--- src/rtl/alu_pkg.sv ---
// alu_pkg: shared definitions for the ALU sequencer.
//   - ALU opcode constants (alu_sel encoding)
//   - sequencer FSM state encoding
//   - instruction field bit positions for the 16-bit instruction word
package alu_pkg;

    localparam int unsigned INSTR_W  = 16;
    localparam int unsigned OP_W     = 3;

    // ALU opcodes
    localparam logic [OP_W-1:0] OP_ADD = 3'b000;
    localparam logic [OP_W-1:0] OP_SUB = 3'b001;
    localparam logic [OP_W-1:0] OP_AND = 3'b010;
    localparam logic [OP_W-1:0] OP_OR  = 3'b011;
    localparam logic [OP_W-1:0] OP_XOR = 3'b100;
    localparam logic [OP_W-1:0] OP_MUL = 3'b101;
    localparam logic [OP_W-1:0] OP_DIV = 3'b110;
    localparam logic [OP_W-1:0] OP_CMP = 3'b111;

    // Instruction field positions
    localparam int unsigned OP_MSB   = 15;
    localparam int unsigned OP_LSB   = 13;
    localparam int unsigned IMM_BIT  = 12;
    localparam int unsigned RD_MSB   = 11;
    localparam int unsigned RD_LSB   = 10;
    localparam int unsigned RS1_MSB  = 9;
    localparam int unsigned RS1_LSB  = 8;
    localparam int unsigned RS2_MSB  = 1;
    localparam int unsigned RS2_LSB  = 0;
    localparam int unsigned IMM8_MSB = 7;
    localparam int unsigned IMM8_LSB = 0;

    // Sequencer FSM states
    typedef enum logic [1:0] {
        ST_IDLE   = 2'd0,
        ST_EXEC   = 2'd1,
        ST_RETIRE = 2'd2
    } seq_state_t;

    // Opcodes whose ALU carry is meaningful for the carry flag
    function automatic logic op_has_carry(input logic [OP_W-1:0] op);
        return (op == OP_ADD) || (op == OP_SUB) || (op == OP_MUL);
    endfunction

endpackage

--- src/rtl/seq_regfile.sv ---
// seq_regfile: 2**REG_AW x DATA_W register file.
//   clk, reset      : clock, synchronous active-high reset (clears all entries)
//   i_we/i_waddr/i_wdata : synchronous write port
//   i_raddr_a/b, o_rdata_a_c/o_rdata_b_c : combinational operand read ports
//   i_dbg_addr, o_dbg_data_c              : combinational debug read port
module seq_regfile #(
    parameter int unsigned DATA_W = 8,
    parameter int unsigned REG_AW = 2
) (
    input  logic              clk,
    input  logic              reset,
    input  logic              i_we,
    input  logic [REG_AW-1:0] i_waddr,
    input  logic [DATA_W-1:0] i_wdata,
    input  logic [REG_AW-1:0] i_raddr_a,
    output logic [DATA_W-1:0] o_rdata_a_c,
    input  logic [REG_AW-1:0] i_raddr_b,
    output logic [DATA_W-1:0] o_rdata_b_c,
    input  logic [REG_AW-1:0] i_dbg_addr,
    output logic [DATA_W-1:0] o_dbg_data_c
);

    localparam int unsigned DEPTH = 2 ** REG_AW;

    logic [DATA_W-1:0] r_regs [DEPTH];

    // Storage with synchronous clear
    always_ff @(posedge clk) begin
        if (reset) begin
            for (int i = 0; i < int'(DEPTH); i++) begin
                r_regs[i] <= '0;
            end
        end else if (i_we) begin
            r_regs[i_waddr] <= i_wdata;
        end
    end

    assign o_rdata_a_c  = r_regs[i_raddr_a];
    assign o_rdata_b_c  = r_regs[i_raddr_b];
    assign o_dbg_data_c = r_regs[i_dbg_addr];

endmodule

--- src/rtl/alu_sequencer.sv ---
// alu_sequencer: three-cycle instruction sequencer around an external 8-bit ALU.
//   clk, reset                 : clock, synchronous active-high reset
//   instr_valid/instr_ready    : instruction handshake; instr is the 16-bit word
//   alu_a/alu_b/alu_sel        : registered operands and opcode to the ALU
//   alu_out/alu_carry          : combinational ALU result
//   done/err                   : one-cycle retire / divide-by-zero pulses
//   result                     : last value written back
//   dbg_addr/dbg_data          : combinational register file debug read
//   flag_z/flag_c              : zero/carry flags, built only when ALU_SEQ_FLAGS_EN
//                                is defined, otherwise tied to 0
module alu_sequencer
    import alu_pkg::*;
#(
    parameter int unsigned DATA_W = 8,
    parameter int unsigned REG_AW = 2
) (
    input  logic               clk,
    input  logic               reset,
    input  logic               instr_valid,
    output logic               instr_ready,
    input  logic [INSTR_W-1:0] instr,
    output logic [DATA_W-1:0]  alu_a,
    output logic [DATA_W-1:0]  alu_b,
    output logic [OP_W-1:0]    alu_sel,
    input  logic [DATA_W-1:0]  alu_out,
    input  logic               alu_carry,
    output logic               done,
    output logic               err,
    output logic [DATA_W-1:0]  result,
    input  logic [REG_AW-1:0]  dbg_addr,
    output logic [DATA_W-1:0]  dbg_data,
    output logic               flag_z,
    output logic               flag_c
);

    seq_state_t        r_state;
    seq_state_t        w_next_state;
    logic              w_accept;
    logic              w_div0;
    logic              w_we;

    logic              r_ready;
    logic [DATA_W-1:0] r_alu_a;
    logic [DATA_W-1:0] r_alu_b;
    logic [OP_W-1:0]   r_alu_sel;
    logic [REG_AW-1:0] r_rd;
    logic              r_done;
    logic              r_err;
    logic [DATA_W-1:0] r_result;

    logic [REG_AW-1:0] w_rs1;
    logic [REG_AW-1:0] w_rs2;
    logic [DATA_W-1:0] w_rdata_a;
    logic [DATA_W-1:0] w_rdata_b;
    logic [DATA_W-1:0] w_imm8;
    logic              w_imm;

    // Instruction field decode
    assign w_rs1  = REG_AW'(instr[RS1_MSB:RS1_LSB]);
    assign w_rs2  = REG_AW'(instr[RS2_MSB:RS2_LSB]);
    assign w_imm  = instr[IMM_BIT];
    assign w_imm8 = DATA_W'(instr[IMM8_MSB:IMM8_LSB]);

    seq_regfile #(
        .DATA_W (DATA_W),
        .REG_AW (REG_AW)
    ) u_regfile (
        .clk          (clk),
        .reset        (reset),
        .i_we         (w_we),
        .i_waddr      (r_rd),
        .i_wdata      (alu_out),
        .i_raddr_a    (w_rs1),
        .o_rdata_a_c  (w_rdata_a),
        .i_raddr_b    (w_rs2),
        .o_rdata_b_c  (w_rdata_b),
        .i_dbg_addr   (dbg_addr),
        .o_dbg_data_c (dbg_data)
    );

    // Next-state and per-cycle control decode
    always_comb begin
        w_next_state = r_state;
        w_accept     = 1'b0;
        w_div0       = 1'b0;
        w_we         = 1'b0;
        case (r_state)
            ST_IDLE: begin
                if (instr_valid) begin
                    w_accept     = 1'b1;
                    w_next_state = ST_EXEC;
                end
            end
            ST_EXEC: begin
                w_div0       = (r_alu_sel == OP_DIV) && (r_alu_b == '0);
                w_we         = !w_div0;
                w_next_state = ST_RETIRE;
            end
            ST_RETIRE: begin
                w_next_state = ST_IDLE;
            end
            default: begin
                w_next_state = ST_IDLE;
            end
        endcase
    end

    // State register and registered outputs; ready tracks the upcoming state
    always_ff @(posedge clk) begin
        if (reset) begin
            r_state   <= ST_IDLE;
            r_ready   <= 1'b1;
            r_alu_a   <= '0;
            r_alu_b   <= '0;
            r_alu_sel <= '0;
            r_rd      <= '0;
            r_done    <= 1'b0;
            r_err     <= 1'b0;
            r_result  <= '0;
        end else begin
            r_state <= w_next_state;
            r_ready <= (w_next_state == ST_IDLE);
            r_done  <= w_we;
            r_err   <= w_div0;
            if (w_accept) begin
                r_alu_a   <= w_rdata_a;
                r_alu_b   <= w_imm ? w_imm8 : w_rdata_b;
                r_alu_sel <= instr[OP_MSB:OP_LSB];
                r_rd      <= REG_AW'(instr[RD_MSB:RD_LSB]);
            end
            if (w_we) begin
                r_result <= alu_out;
            end
        end
    end

`ifdef ALU_SEQ_FLAGS_EN
    logic r_flag_z;
    logic r_flag_c;

    // Flags follow successful retires only
    always_ff @(posedge clk) begin
        if (reset) begin
            r_flag_z <= 1'b0;
            r_flag_c <= 1'b0;
        end else if (w_we) begin
            r_flag_z <= (alu_out == '0);
            r_flag_c <= op_has_carry(r_alu_sel) ? alu_carry : 1'b0;
        end
    end

    assign flag_z = r_flag_z;
    assign flag_c = r_flag_c;
`else
    logic w_unused_carry;
    assign w_unused_carry = alu_carry;
    assign flag_z         = 1'b0;
    assign flag_c         = 1'b0;
`endif

    assign instr_ready = r_ready;
    assign alu_a       = r_alu_a;
    assign alu_b       = r_alu_b;
    assign alu_sel     = r_alu_sel;
    assign done        = r_done;
    assign err         = r_err;
    assign result      = r_result;

endmodule

--- config.mk ---
export PLATFORM = sky130hd
export DESIGN_NAME = alu_sequencer
export DESIGN_NICKNAME = d
export VERILOG_FILES = /design/src/rtl/alu_pkg.sv /design/src/rtl/seq_regfile.sv /design/src/rtl/alu_sequencer.sv
export SDC_FILE = /design/constraint.sdc
export NUM_CORES = 1
export LEC_CHECK = 0
export CORE_UTILIZATION = 31
export DETAILED_ROUTE_END_ITERATION = 8
export GPL_TIMING_DRIVEN = 0
export SYNTH_ARGS = -nofsm -noshare
export SYNTH_HDL_FRONTEND = slang
export SYNTH_SLANG_ARGS = --single-unit
--- constraint.sdc ---
create_clock -name clk -period 2.3 [get_ports clk]
set_clock_uncertainty 0.15 [all_clocks]
set_input_delay 0.23 -clock clk [delete_from_list [all_inputs] [get_ports clk]]
set_output_delay 0.23 -clock clk [all_outputs]
set_load 0.03 [all_outputs]
# After elaboration in Yosys (flattened, before gate mapping)
# Memory sizes are Yosys's and may differ from the RTL's. A register that Yosys moved wholly into a read port is not among the register bits.
# Index checks and enable logic that the tools add are counted.
[totals]
register_bits = 26
ramBits = 32
inputBits = 30
output_inout_bits = 40
elab_cells = 33
memories = 1
[op_classes]
n_eq_ne = 2
n_mux = 14
n_bitwise = 1
n_reduce_logical = 7
[mem_list]
columns = ["name", "depth", "width", "rd", "rd_ports_with_merged_regs", "wr", "line_no", "rtl"]
rows = [
  ["u_regfile.r_regs", 4, 8, 3, 1, 4, "seq_regfile.sv:25", "logic [DATA_W-1:0] r_regs [DEPTH];"],
]
[ops]
columns = ["operator", "n"]
rows = [
  ["$mux 8", 2],
  ["$mux 1", 9],
  ["$logic_not 8->1", 1],
  ["$reduce_or 8->1", 1],
  ["$logic_not 2->1", 2],
  ["$mux 2", 2],
  ["$pmux 2 s2", 1],
  ["$eq 3x3->1 const B", 1],
  ["$eq 2x1->1 const B", 1],
  ["$reduce_or 2->1", 1],
  ["$logic_and 1x1->1", 1],
  ["$logic_not 1->1", 1],
  ["$not 1->1", 1],
]

# Logic depth before layout (Yosys ltp)
# Gate-level depths: netlist (run 1).
[logic_depth]
word_depth = 9
ltp_mapped = 6
ltp_nobuf = 4

# Hierarchy
# From an unflattened synthesis (run 1), not the netlist that was laid out.
[unflattened]
hier_cells = 242
area_unflattened_um2 = 3269.4
[by_module_without_submodules]
columns = ["module", "instances", "cells_per_inst", "area_each_um2"]
rows = [
  ["seq_regfile", 1, 105, 1850.5],
  ["alu_sequencer", 1, 137, 1418.9],
]

# Least setup slack after synthesis (run 1)
# No wires, ideal clock.
[synth_timing]
path_type = "reg2reg"
start = "reg r_alu_sel[2] (netlist: alu_sel[2])"
end = "mem u_regfile.r_regs[0][0] (enable)"
setup_ns = 0.261
arrival_ns = 1.499
required_ns = 1.889
path_slack_ns = 0.390
stages_incl_launch_ff = 5
path_buffers = 1
cell_sequence = "dfxtp_1 nor4b_4 a41oi_2 buf_6 a31o_2"
[synth_lines]
columns = ["element", "line_no", "rtl"]
rows = [
  ["start, declared", "alu_sequencer.sv:45", "logic [OP_W-1:0] r_alu_sel;"],
  ["start signal, assigned", "alu_sequencer.sv:128", "r_alu_sel <= instr[OP_MSB:OP_LSB];"],
  ["end, declared", "seq_regfile.sv:25", ""],
]

==> results of run 1 <==
sequential cells by signal (all words and copies together) (netlist names):
register / flops
r_rd: 2
r_state: 2
alu_sel: 3
alu_a: 8
instr_ready: 1
result: 8
u_regfile.r_regs: 32
err: 1
done: 1
alu_b: 8
Yosys cell counts (2+ instances only):
| library cell | count | area [sq um] |
|---|---|---|
| mux4_2 | 22 | 495 |
| nor3_1 | 4 | 20.0 |
| a21oi_1 | 14 | 70.1 |
| a31o_2 | 3 | 26.3 |
| buf_6 | 3 | 33.8 |
| mux2i_1 | 16 | 160 |
| mux2_2 | 2 | 22.5 |
| nand2_1 | 28 | 105 |
| nor2_1 | 22 | 82.6 |
| buf_1 | 3 | 11.3 |
| buf_2 | 6 | 30.0 |
| and3_2 | 12 | 90.1 |
| buf_4 | 3 | 22.5 |
| clkbuf_1 | 5 | 18.8 |
| o21ai_0 | 3 | 15.0 |
| inv_1 | 2 | 7.51 |
| and3_1 | 19 | 119 |
| a211oi_1 | 6 | 45.0 |
| edfxtp_1 | 32 | 961 |
| dfxtp_1 | 34 | 681 |
worst min-delay path, delay by kind of cell:
family	cells	cell delay (ns)
buffers and inverters	1	0.19
AND/OR/NAND/NOR	1	0.05
AO/OA/AOI/OAI	1	0.20
report_power, final:
group,internal (mW),total [mW],switching [mW]
logic,0.231,0.502,0.271
registers,1.30,1.35,0.0530
clock network,0.732,1.20,0.468
total,2.26,3.05,0.791
stage by stage:
stage | hold WS, ns | power (mW) | utilization | setup WS [ns] | cell area, sq um
floorplan | 0.192 | 1.68 | - | 0.390 | 3160
global placement | 0.299 | 1.87 | 0.398 | 0.233 | 3910
detailed placement | 0.307 | 1.88 | 0.398 | 0.227 | 3910
CTS | 0.201 | 3.09 | 0.424 | 0.00265 | 4170
global route | 0.269 | 3.17 | 0.425 | 0.00348 | 4180
finish | 0.223 | 3.05 | 0.425 | 0.0445 | 4180
logic make-up after synthesis:
kind of cell,after synthesis
AOI/OAI and AO/OA,30
buffers and inverters,22
DFF,66
muxes,40
other,1
and+or+nand+nor,94
worst max path at each step:
stage / endpoint / slack (ns) / cells after the start
after detailed placement: dbg_data[3] / 0.23 / 3
after global placement: dbg_data[2] / 0.23 / 3
after CTS: dbg_data[2] / 0.003 / 2
after global routing: dbg_data[4] / 0.003 / 2
final: dbg_data[7] / 0.04 / 2
after floorplan: u_regfile.r_regs[0][0] / 0.39 / 4
cell type report:
class                           instances  area (sq um)  share of cell area
Tap cell                              133           166              0.0399
Clock buffer                           13           213              0.0509
Clock inverter                          3          47.5              0.0114
Sequential cell                        66          1640               0.393
Inverter                                2          7.51             0.00180
Multi-Input combinational cell        166          1390               0.334
Timing Repair Buffer                   58           591               0.141
Buffer                                 20           116              0.0279
cells in the final DEF, fill, tap and decap left out, drive strengths merged, types with 2 or more instances in the layout:
cell type and count:
edfxtp 32, nor4b 2, a31o 3, mux2 2
o21ai 3, dlymetal6s2s 4, buf 15, inv 2
and3 31, dfxtp 34, clkbuf 18, nand2 28
nor2 23, a21oi 14, mux2i 16, and2 2
nor3 4, a211oi 6, conb 2, mux4 22
clkdlybuf4s50 54, clkinv 2
routing by layer:
layer,share of wire,global-route usage,up-vias
met5,0,0,-
met3,0.043,0.0407,9
met1,0.44,0.195,1079
li1,-,-,1089
met2,0.50,0.278,62
met4,0.012,0.0433,0
repair_timing:
item                       CTS  global route
hold buffers                 0             0
gates resized for setup      0             4
setup endpoints to repair    0             4
==> impl_metrics.env, run 1 <==
export IMPL_grt_max_degree=13
export IMPL_synth_edff_count=32
export IMPL_synth_main_ff_cell="dfxtp_1"
export IMPL_hpwl_um=5930
export IMPL_worstReg2RegEnd="u_regfile.r_regs[1][4]"
export IMPL_die_w_um=103
export IMPL_drtAntennaViolNets=0
export IMPL_path_clk_slew_ns=0.08
export IMPL_routedWlPerCell_um=16.9
export IMPL_cts_path_max_buffers=2
export IMPL_synth_simple_gate_area_frac=0.161
export IMPL_final_cells=461
export IMPL_cp_max_fo=3
export IMPL_crit_type="reg2out"
export IMPL_dieArea_sq_mm=0.0106
export IMPL_cts_setup_buffers=0
export IMPL_cts_buffers=9
export IMPL_finalHoldViolCount=0
export IMPL_critPathLaunchType="register"
export IMPL_ys_seq_elements=66
export IMPL_status="finished clean"
export IMPL_cts_sinks=66
export IMPL_cp_required_ns=1.92
export IMPL_cp_slowest_cell="clkdlybuf4s50_1"
export IMPL_synth_mux_area_frac=0.215
export IMPL_syn_cell_area_sq_mm=0.00315
export IMPL_row_count=36
export IMPL_ys_warn_count=0
export IMPL_rrSetupSlack_ns=0.24
export IMPL_grt_use_total=0.159
export IMPL_hold_depth=3
export IMPL_drtIter0Drc=99
export IMPL_antenna_found_initial=0
export IMPL_finalSetupViolations=0
export IMPL_core_sq_mm=0.00982
export IMPL_initial_utilization=0.321
export IMPL_tns_ns=0
export IMPL_cp_startpoint="u_regfile.r_regs[2][7]"
export IMPL_fmax_ghz=0.443
export IMPL_maxCapViolCount=0
export IMPL_synth_xor_area_frac=0
export IMPL_max_slew_margin=0.580
export IMPL_diodes=0
export IMPL_min_delay_start="instr[0]"
export IMPL_synth_compound_area_frac=0.0627
export IMPL_drc=0
export IMPL_end_kind="output port"
export IMPL_grt_pass1_vias=2385
export IMPL_synth_yosys_seq_area_share=0.520
export IMPL_grt_pass1_wl_um=12400
export IMPL_timing_rr_start="alu_b[3]"
export IMPL_cts_max_level=3
export IMPL_syn_area_per_cell_sq_um=12.5
export IMPL_synth_top_family_by_area="multiplexers"
export IMPL_drv_slew=0
export IMPL_cp_data_arrival_time_ns=1.88
export IMPL_synth_adder_area_share=0
export IMPL_gp_congestion=0.745
export IMPL_cp_top_family="buffers and inverters"
export IMPL_chipHeight_um=103
export IMPL_cp_num_buf_inv=1
export IMPL_power_density_mw_per_mm2=731
export IMPL_cp_slowest_stage_delay_ns=0.60
export IMPL_drive_above_1_share=0.226
export IMPL_overflow=0
export IMPL_clock_latency_ns=0.34
export IMPL_viasPerCell=4.86
export IMPL_hold_end="alu_b[0]"
export IMPL_finalCriticalPeriod_ns=2.26
export IMPL_tritoncts="built"
export IMPL_synth_cell_types=34
export IMPL_drt_pass1_iterations=4
export IMPL_cts_root_buf="clkbuf_8"
export IMPL_io_pins=70
export IMPL_rsz0062_at_grt="no"
export IMPL_fill_cells=960
export IMPL_drt_total_wl_um=7790
export IMPL_worst_ir_drop_vdd_uv=350
export IMPL_leakage_nw=1.64
export IMPL_area_growth_pct=32.4
export IMPL_hold_class="in2reg"
export IMPL_rr_worst_depth=4
export IMPL_dp_cells=445
export IMPL_via_count=2239
export IMPL_nets=353
export IMPL_synth_async_sr_flop_share=0
export IMPL_port_buffers=58
export IMPL_crit_chain="mux4_2, clkdlybuf4s50_1"
export IMPL_worst_pin_slew_ns=0.630
export IMPL_fin_crit_sh=0.981
export IMPL_netlist_instances=253
(Power assumes the default switching activity.)
==> run 2: changes to the inputs <==
CORE_UTILIZATION = 40   (was 31)
GPL_ROUTABILITY_DRIVEN = 0   (was not set)
PLACE_DENSITY = 0.66   (was not set)
==> run 2 against run 1 <==
  * Global-route usage is 2.9 points higher
  * Wire length is 7.3% lower
  * Clock power is 31% lower
  * Sequential share of layout area is 1.4 points higher
  * Worst setup slack better by 0.013 ns
  * Highest routed layer unchanged
==> impl_metrics.env, run 2 (synthesis gave the netlist of run 1 again) <==
export IMPL_status="finished clean"
export IMPL_viasPerCell=5.27
export IMPL_chipHeight_um=90.8
export IMPL_drtAntennaViolNets=0
export IMPL_drt_total_wl_um=7220
export IMPL_tritoncts="built"
export IMPL_io_pins=70
export IMPL_cts_setup_buffers=0
export IMPL_end_kind="output port"
export IMPL_drtIter0Drc=162
export IMPL_post_place_ws_ns=0.215
export IMPL_grt_pass1_vias=2298
export IMPL_grt_use_total=0.189
export IMPL_routedWlPerCell_um=16.8
export IMPL_drc=0
export IMPL_core_sq_mm=0.00769
export IMPL_antenna_found_initial=0
export IMPL_post_cts_resized=1
export IMPL_worst_pin_slew_ns=0.604
export IMPL_drive_above_1_share=0.216
export IMPL_path_clk_slew_ns=0.07
export IMPL_finalSetupViolations=0
export IMPL_finalHoldViolCount=0
export IMPL_tns_ns=0
export IMPL_clock_latency_ns=0.34
export IMPL_largest_register_ff_count=32
export IMPL_worst_ir_drop_vdd_uv=360
export IMPL_hpwl_um=5440
export IMPL_fill_cells=696
export IMPL_area_growth_pct=27.9
export IMPL_cts_root_buf="clkbuf_8"
export IMPL_maxCapViolCount=0
export IMPL_overflow=0
export IMPL_regMostFlops="u_regfile.r_regs"
export IMPL_leakage_nw=1.57
export IMPL_final_common_cell="clkdlybuf4s50_1"
export IMPL_cts_sinks=66
export IMPL_diodes=0
export IMPL_hold_class="in2reg"
export IMPL_holdBufCountCts=0
export IMPL_port_buffers=58
export IMPL_initial_utilization=0.410
export IMPL_dieArea_sq_mm=0.00824
export IMPL_drv_slew=0
export IMPL_fmax_ghz=0.446
export IMPL_cts_max_level=3
export IMPL_grt_max_degree=12
export IMPL_fin_crit_sh=0.975
export IMPL_crit_type="reg2out"
export IMPL_power_density_mw_per_mm2=662
export IMPL_cp_max_fo=3
export IMPL_setup_ws_ns=0.0572
export IMPL_via_count=2264
export IMPL_final_cells=430
export IMPL_dp_cells=414
export IMPL_nets=353
export IMPL_max_slew_margin=0.598
export IMPL_cp_data_arrival_time_ns=1.86
export IMPL_layout_common_cells="clkdlybuf4s50_1 (54), dfxtp_1 (34), edfxtp_1 (32)"
export IMPL_grt_pass1_wl_um=11900
export IMPL_row_count=32
export IMPL_cts_path_max_buffers=2
export IMPL_drt_pass1_iterations=4
export IMPL_cts_buffers=9
export IMPL_critPathLaunchType="register"
export IMPL_finalCriticalPeriod_ns=2.24
export IMPL_cp_required_ns=1.92
export IMPL_die_w_um=90.8
export IMPL_rsz0062_at_grt="no"
-- run 2: cell types whose count changed in the layout (fill, tap and decap cells not counted), sizes merged --
| cell | delta |
|---|---|
| bufinv | -1 |
| clkbuf | -2 |
| clkinvlp | +3 |
| dlygate4sd2 | +1 |
| dlymetal6s2s | -1 |
-- run 2: report_power, final --
| group | switching (mW) | internal [mW] |
|---|---|---|
| clock | 0.437 | 0.386 |
| sequential | 0.0526 | 1.30 |
| combinational | 0.266 | 0.230 |
-- run 2: final cells by class --
cell class / instances / area [sq um] / area share
Clock buffer: 11 / 131 / 0.0326
Multi-Input combinational cell: 166 / 1390 / 0.345
Buffer: 20 / 116 / 0.0288
Sequential cell: 66 / 1640 / 0.407
Timing Repair Buffer: 58 / 587 / 0.145
Tap cell: 102 / 128 / 0.0316
Inverter: 2 / 7.51 / 0.00186
Clock inverter: 5 / 31.3 / 0.00775
-- run 2: final timing paths --
path,from,to,slack [ns],cells after the start
min reg2reg,alu_a[6],alu_a[6],0.31,2
min,reset,instr_ready,0.24,3
max,u_regfile.r_regs[2][2],dbg_data[2],0.06,2
max reg2reg,alu_b[4],u_regfile.r_regs[1][6],0.31,4
-- run 2: per-stage QoR --
stage	area, sq um	util	total power, mW	hold slack, ns
after floorplan	3160	-	1.68	0.192
after global placement	3870	0.503	1.87	0.295
after detailed placement	3870	0.503	1.88	0.302
after CTS	4030	0.524	2.69	0.227
after global routing	4040	0.525	2.78	0.268
final	4040	0.525	2.67	0.243
-- run 2: worst max-delay path, stage by stage (launching register included) --
cell	delay, ns
edfxtp_1	0.43
mux4_2	0.48
clkdlybuf4s50_1	0.61
-- run 2: routing by layer --
layer  vias up  GRT usage  part of all wire
met4         0     0.0595             0.011
met5         -          0                 0
met3         6     0.0438             0.046
met1      1096      0.235              0.43
met2        77      0.325              0.52
li1       1085          -                 -
